[src/rtl/pt_dec.sv]
// pt_dec: PT2272-style OOK frame decoder with repeat-match qualification
//   clk     system clock
//   reset_n synchronous active-low reset
//   din     raw received line (asynchronous)
//   data    last accepted 24 half-bit payload, bit 23 first on the wire
//   valid   one-cycle pulse when data is updated
//   err     one-cycle pulse on an in-frame timing violation
module pt_dec #(
  parameter int ALPHA = 4,
  parameter int REPEAT = 2,
  parameter int CNT_W = 12
) (
  input  logic        clk,
  input  logic        reset_n,
  input  logic        din,
  output logic [23:0] data,
  output logic        valid,
  output logic        err
);
  typedef enum logic [2:0] {HUNT, ARMED, HIGH, LOW, TAIL, GAP} state_t;
  localparam logic [CNT_W-1:0] W_MIN = CNT_W'(2*ALPHA);
  localparam logic [CNT_W-1:0] W_MID = CNT_W'(8*ALPHA);
  localparam logic [CNT_W-1:0] W_MAX = CNT_W'(20*ALPHA);
  localparam logic [CNT_W-1:0] W_OVR = CNT_W'(20*ALPHA-1);
  localparam logic [CNT_W-1:0] W_SYN = CNT_W'(64*ALPHA-1);
  localparam logic [2:0] RPT = 3'(REPEAT);
  state_t state, nxt;
  logic s1, ds, ds_d;
  logic [CNT_W-1:0] cnt;
  logic [4:0] idx;
  logic hi_long;
  logic [23:0] sr, prev;
  logic [2:0] mc, mc_n;
  logic rise, fall, tog, is_short, is_long, pair_ok, low_sync, high_over;
  logic shift, done, fault, same, hit;
  assign rise = ds & ~ds_d;
  assign fall = ~ds & ds_d;
  assign tog = ds ^ ds_d;
  // cnt holds the finished phase width on an edge cycle, and the running
  // width minus one on every other cycle
  assign is_short = cnt >= W_MIN && cnt < W_MID;
  assign is_long = cnt >= W_MID && cnt < W_MAX;
  assign pair_ok = hi_long ? is_short : is_long;
  assign low_sync = ~ds & ~tog & (cnt >= W_SYN);
  assign high_over = ds & ~tog & (cnt >= W_OVR);
  assign same = sr == prev;
  assign mc_n = same ? (mc == RPT ? mc : mc + 3'd1) : 3'd1;
  assign hit = done && mc_n == RPT && !(same && mc == RPT);
  always_comb begin
    nxt = state;
    shift = 1'b0;
    done = 1'b0;
    fault = 1'b0;
    case (state)
      HUNT: nxt = low_sync ? ARMED : HUNT;
      ARMED: nxt = rise ? HIGH : ARMED;
      HIGH: begin
        if (high_over || (fall && !(is_short || is_long))) begin
          fault = 1'b1;
          nxt = HUNT;
        end else if (fall) nxt = LOW;
      end
      LOW: begin
        // a low this long is already the next frame's sync
        if (low_sync) begin
          fault = 1'b1;
          nxt = ARMED;
        end else if (rise) begin
          shift = pair_ok;
          fault = ~pair_ok;
          nxt = !pair_ok ? HUNT : (idx == 5'd23 ? TAIL : HIGH);
        end
      end
      TAIL: begin
        if (high_over || (fall && !is_short)) begin
          fault = 1'b1;
          nxt = HUNT;
        end else if (fall) nxt = GAP;
      end
      GAP: begin
        if (rise) begin
          fault = 1'b1;
          nxt = HUNT;
        end else if (low_sync) begin
          done = 1'b1;
          nxt = ARMED;
        end
      end
      default: nxt = HUNT;
    endcase
  end
  always_ff @(posedge clk) begin
    if (!reset_n) begin
      s1 <= 1'b0;
      ds <= 1'b0;
      ds_d <= 1'b0;
      cnt <= '0;
      state <= HUNT;
      idx <= '0;
      hi_long <= 1'b0;
      sr <= '0;
      prev <= '0;
      mc <= '0;
      data <= '0;
      valid <= 1'b0;
      err <= 1'b0;
    end else begin
      s1 <= din;
      ds <= s1;
      ds_d <= ds;
      cnt <= tog ? CNT_W'(1) : (&cnt ? cnt : cnt + CNT_W'(1));
      state <= nxt;
      valid <= hit;
      err <= fault;
      if (state == HIGH && fall) hi_long <= is_long;
      if (state == ARMED && rise) idx <= '0;
      else if (shift) idx <= idx + 5'd1;
      if (shift) sr <= {sr[22:0], hi_long};
      if (done) prev <= sr;
      if (fault) mc <= '0;
      else if (done) mc <= mc_n;
      if (hit) data <= sr;
    end
  end
endmodule

[config.mk]
export PLATFORM = sky130hd
export DESIGN_NAME = pt_dec
export DESIGN_NICKNAME = d
export VERILOG_FILES = /design/src/rtl/pt_dec.sv
export SDC_FILE = /design/constraint.sdc
export NUM_CORES = 1
export LEC_CHECK = 0
export CAP_MARGIN = 20
export CORE_AREA = 5 5 91 93
export DETAILED_ROUTE_END_ITERATION = 10
export DIE_AREA = 0 0 96 98
export PLACE_DENSITY = 0.82
export SLEW_MARGIN = 20
export SYNTH_ARGS = -nofsm -noshare
export SYNTH_HDL_FRONTEND = slang
export SYNTH_SLANG_ARGS = --single-unit
[constraint.sdc]
create_clock -name clk -period 5.51 [get_ports clk]
set_clock_uncertainty 0.1 [all_clocks]
set_input_delay 1.102 -clock clk [delete_from_list [all_inputs] [get_ports clk]]
set_output_delay 1.102 -clock clk [all_outputs]
set_load 0.01 [all_outputs]
== Word level (Yosys, flattened, before mapping) ==
Index checks and enable logic that the tools add are counted.

* Add/sub/neg operators: 3
* Magnitude comparators: 6
* Equality and inequality tests: 14
* Multiplexer cells: 30
* Bitwise operators: 12
* Reduce and logical (&&, ||, !) cells: 21

{| class="wikitable"
|+ Operators by type and width
! cell !! count
|-
| 3-bit two-way mux || 12
|-
| 24-bit == test || 1
|-
| 3-bit case mux with 6 select lines || 1
|-
| 1-bit two-way mux || 15
|-
| 12-bit by 1-bit adder with 12-bit output (second input constant) || 1
|-
| 3-bit by 2-bit == test with 1-bit output (second input constant) || 4
|-
| 12-bit by 4-bit greater-or-equal comparator with 1-bit output (second input constant) || 1
|-
| 12-bit by 6-bit greater-or-equal comparator with 1-bit output (second input constant) || 1
|-
| 12-bit by 7-bit greater-or-equal comparator with 1-bit output (second input constant) || 1
|-
| 12-bit by 8-bit greater-or-equal comparator with 1-bit output (second input constant) || 1
|-
| 12-bit by 6-bit < comparator with 1-bit output (second input constant) || 1
|-
| 12-bit by 7-bit < comparator with 1-bit output (second input constant) || 1
|-
| 3-bit inequality test (second input constant) || 4
|-
| 12-bit AND reduction || 1
|-
| 1-bit logical AND || 9
|-
| 1-bit AND || 6
|-
| 3-bit == test (second input constant) || 2
|-
| 2-bit OR reduction || 3
|-
| 5-bit by 1-bit adder with 5-bit output (second input constant) || 1
|-
| 5-bit == test (second input constant) || 1
|-
| 1-bit NOT || 5
|-
| 1-bit case mux with 4 select lines || 1
|-
| 4-bit AND reduction || 1
|-
| 3-bit by 1-bit adder with 3-bit output (second input constant) || 1
|-
| other kinds (7) || 11
|}

* Register bits: 101
* Output and inout port bits: 26
* Word-level logic and storage cells: 100

== Depth between registers and ports, before layout ==
* Depth after elaboration: 9
* Depth in mapped cells: 10
* Depth with buffers taken out: 8

== Worst setup path after synthesis ==
No wires, ideal clock.

* Path type: register to register
* Start: register mc[0]
* End: register data[17]
* Setup time: 0.128 ns
* Data arrival time: 2.128 ns
* Data required time: 5.282 ns
* Path slack: 3.155 ns
* Stages on the path, launching flop included: 10
* Period minus slack after synthesis: 2.355 ns
* Cell sequence: dfxtp_1 inv_1 ha_1 nor3_1 a21oi_1 or3_1 nor4_4 buf_4 mux2i_1 nor2_1

* Word-level cells in the longest chain between the ends: 6

{| class="wikitable"
|+ RTL lines
! what !! RTL line !! RTL
|-
| start, declared || 33 || <nowiki>logic [2:0] mc, mc_n;</nowiki>
|-
| start signal, assigned || 121 || <nowiki>else if (done) mc <= mc_n;</nowiki>
|-
| 3-bit by 1-bit adder with 3-bit output or 3-bit by 2-bit == test with 1-bit output (tied branches) || 47, 48 ||
|-
| 3-bit two-way mux (2 in series) || 47 || <nowiki>assign mc_n = same ? (mc == RPT ? mc : mc + 3'd1) : 3'd1;</nowiki>
|-
| 3-bit by 2-bit == test with 1-bit output || 48 || <nowiki>assign hit = done && mc_n == RPT && !(same && mc == RPT);</nowiki>
|-
| 1-bit logical AND || 48 ||
|-
| 1-bit logical AND * || 48 ||
|-
| end signal, assigned || 122 || <nowiki>if (hit) data <= sr;</nowiki>
|-
| end, declared || 16 || <nowiki>output logic [23:0] data,</nowiki>
|}

Mark *: on every way between the ends. The rest lies on a longest branch, timed or not.
A chain may end at the register's enable or synchronous reset.

== Final worst setup path ==
* Start: register cnt[5]
* End: register data[1]

* Word-level cells in the longest chain between the ends: 7

{| class="wikitable"
|+ RTL lines
! what !! RTL line !! RTL
|-
| start, declared || 29 || <nowiki>logic [CNT_W-1:0] cnt;</nowiki>
|-
| start signal, assigned || 111 || <nowiki>cnt <= tog ? CNT_W'(1) : (&cnt ? cnt : cnt + CNT_W'(1));</nowiki>
|-
| 12-bit by 8-bit greater-or-equal comparator with 1-bit output || 44 || <nowiki>assign low_sync = ~ds & ~tog & (cnt >= W_SYN);</nowiki>
|-
| 1-bit AND || 44 ||
|-
| 1-bit two-way mux || 84 || <nowiki>end else if (low_sync) begin</nowiki>
|-
| 1-bit two-way mux || 81 || <nowiki>if (rise) begin</nowiki>
|-
| 1-bit two-way mux || 54 || <nowiki>case (state)</nowiki>
|-
| 1-bit logical AND (2 in series) || 48 ||
|}

Every way passes these cells.

==> results by group <==
Placed design
  – Routability Congestion: 0.8905
  – Detailed Place HPWL: 6445 µm
  – Port Buf Inserts: 28
  – Placed Area: 4778 µm²

Floorplan
  – Core ar.: 7447 µm²
  – Starting Density: 60.27%
  – Die area: 9408 µm²
  – DIE WIDTH: 96 µm
  – # IOs: 29
  – Die height: 98 µm
  – Rows: 32

Power and ir drop
  – VDD IR-drop max: 0.1213 mV
  – Tot Pwr: 1.250 mW
  – Power per cell area: 251.9 nW/µm²
  – P_leak: 1.785 nW

STA
  – Post-route setup TNS: 0 ns
  – Hold WS: 0.3391 ns
  – Rel. slew slack: 30.74%
  – Fin. Hold Viols: 0
  – Final Setup Violations: 0
  – RSZ-0062 raised after global routing: false
  – Fin crit share: 70.10%
  – Final min period: 3.862 ns
  – Slew @ Worst Pin: 1.036 ns
  – Max Clk Rate: 0.2589 GHz
  – Fin. max-slew vios: 0

Cells and area
  – Final instance area: 4962 µm²
  – Ratio of cells with drive above 1 in the final layout: 4.891%
  – Layout net count: 559
  – Number of fill cells: 619
  – Number of diodes: 0
  – End-of-flow core utilization: 66.63%
  – Syn-to-layout area delta: 10.57%

Critical path
  – Crit path required time: 5.63 ns
  – CP Class: flop to flop
  – Critical Path AT: 3.98 ns
  – Crit-path cells: and4_1 > a22o_1 > nand2_1 > nor4_4 > buf_4 > mux2i_1 > nor2_1
  – Worst path bufs/invs: 1
  – CP delay by family, top: simple AND/OR/NAND/NOR gates
  – CP max stage delay: 1.02 ns
  – Crit-path max FO: 30
  – Crit end category: flop
  – Critical Path Source Type: flop
  – Slowest stage cell, crit path: nor4_4

Detailed routing
  – Antenna viol nets, final: 0
  – DRT iter0 DRCs: 254
  – DRC: 0
  – WL/cell: 14.11 µm
  – DR vias/cell: 5.630
  – Initial DRT Pass Iterations: 4
  – DR vias: 3682
  – Drt total wl: 9229 µm

Logic synthesis
  – Syn Std Cell Area: 4488 µm²
  – Asr flop ratio synth: 0%
  – Synth cell types: 50
  – Syn Area/Cell: 8.373 µm²
  – Post-Syn Instances: 536
  – Net Count, Synth: 548
  – Area leader, netlist: dfxtp_1
  – Synth Register Bits: 101
  – Yosys Warn Count: 0
  – Top cells by area, synth: dfxtp_1 (45%), nand2_1 (10%), a21oi_1 (7.0%), mux2i_1 (5.6%), xor2_1 (4.9%)
  – Most frequent cell after synthesis: nand2_1
  – Sequential area share after synthesis: 45.05%
  – Commonest cells in the netlist: nand2_1 (120), dfxtp_1 (101), a21oi_1 (63)
  – Synth Flop Type: dfxtp_1
  – Post-synth EDFFs: 0
  – Top-area cell type share of the netlist area: 45.05%

GRT
  – Total gr overflow: 0
  – Vias in the first global route: 3483
  – GRT Util Overall: 20.53%
  – First-pass GRT wire length: 15750 µm
  – Largest net degree at the start of global routing: 65
  – Initial antenna violation count: 0

CTS
  – Max H-tree Level: 3
  – Cts bufs inserted: 9
  – CTS Buffer Depth: 2
  – Post-CTS Resized: 0
  – Clk sinks: 101
  – CTS tree: built
  – Hold buffer count at cts: 0
  – Worst-path clk slew: 0.09 ns
  – Clk_lat worst skew: 0.36 ns
  – # Post-CTS Setup Buffers: 0
  – Clk root buf: clkbuf_8

Hold path
  – HP Class: flop to flop

Run status
  – Outcome: completed

Flow run
  – Max cap viols: 0
## power breakdown
part | switching (mW) | total [mW] | internal (mW)
logic | 0.0415 | 0.0629 | 0.0214
clock network | 0.263 | 0.437 | 0.173
registers | 0.0138 | 0.750 | 0.736
total | 0.319 | 1.25 | 0.931
## logic make-up after synthesis
family          share of synthesized area (%)
simple gates                            23.78
flops                                   45.05
compound gates                          11.88
buf+inv                                 4.126
xor+xnor                                6.830
mux                                     5.827
fa+ha+maj                               2.509
## layout by cell type, fill, tap and decap left out, types with 6 or more instances in the layout
cell type / count
a21oi_1: 63
o21ai_0: 6
xor2_1: 25
nand4_1: 9
clkbuf_8: 9
dfxtp_1: 101
mux2i_1: 25
ha_1: 9
clkdlybuf4s50_1: 28
nor4_1: 7
nor2_1: 51
nand3_1: 6
nand2_1: 120
xnor2_1: 10
inv_1: 10
nor3_1: 7
## through the flow
step	worst slack, ns	cells
after floorplan	3.155	536
after global placement	1.865	637
after detailed placement	1.661	638
after CTS	1.642	654
after global routing	1.344	654
final	1.648	654
## registers in the layout, indices dropped and copies added (netlist names)
| register | count |
|---|---|
| s1 | 1 |
| ds | 1 |
| mc | 3 |
| err | 1 |
| valid | 1 |
| sr | 24 |
| hi_long | 1 |
| state | 3 |
| cnt | 12 |
| idx | 5 |
| data | 24 |
| prev | 24 |
| ds_d | 1 |
## path summary, 6_finish.rpt
| kind | cells after the start | to | slack, ns | start |
|---|---|---|---|---|
| setup / recovery | 7 | data[1]$_SDFFE_PN0P_ | 1.65 | cnt[5]$_SDFFE_PP0N_ |
| setup reg to reg | 7 | data[1]$_SDFFE_PN0P_ | 1.65 | cnt[5]$_SDFFE_PP0N_ |
| hold reg to reg | 1 | ds$_SDFF_PN0_ | 0.34 | s1$_SDFF_PN0_ |
| hold / removal | 1 | ds$_SDFF_PN0_ | 0.34 | s1$_SDFF_PN0_ |
## cell type report
type | count | area [µm²] | share of cell area [%]
tap | 102 | 127.6 | 2.572
multi-input combinational | 393 | 2282 | 45.99
timing repair buffer | 31 | 306.5 | 6.178
inverter | 11 | 41.29 | 0.8321
clock buffer | 10 | 127.6 | 2.572
sequential | 101 | 2022 | 40.75
clock inverter | 6 | 55.05 | 1.109
## routing by layer
metal  vias up  part of all wire, %  track usage [%]
met5         -                    0                0
met4         0                  2.3            8.315
met3        22                  4.3            3.852
met2        85                   47            32.34
met1      1739                   46            27.45
li1       1836                    -                -
No activity file was read; power rests on OpenSTA's default activity.
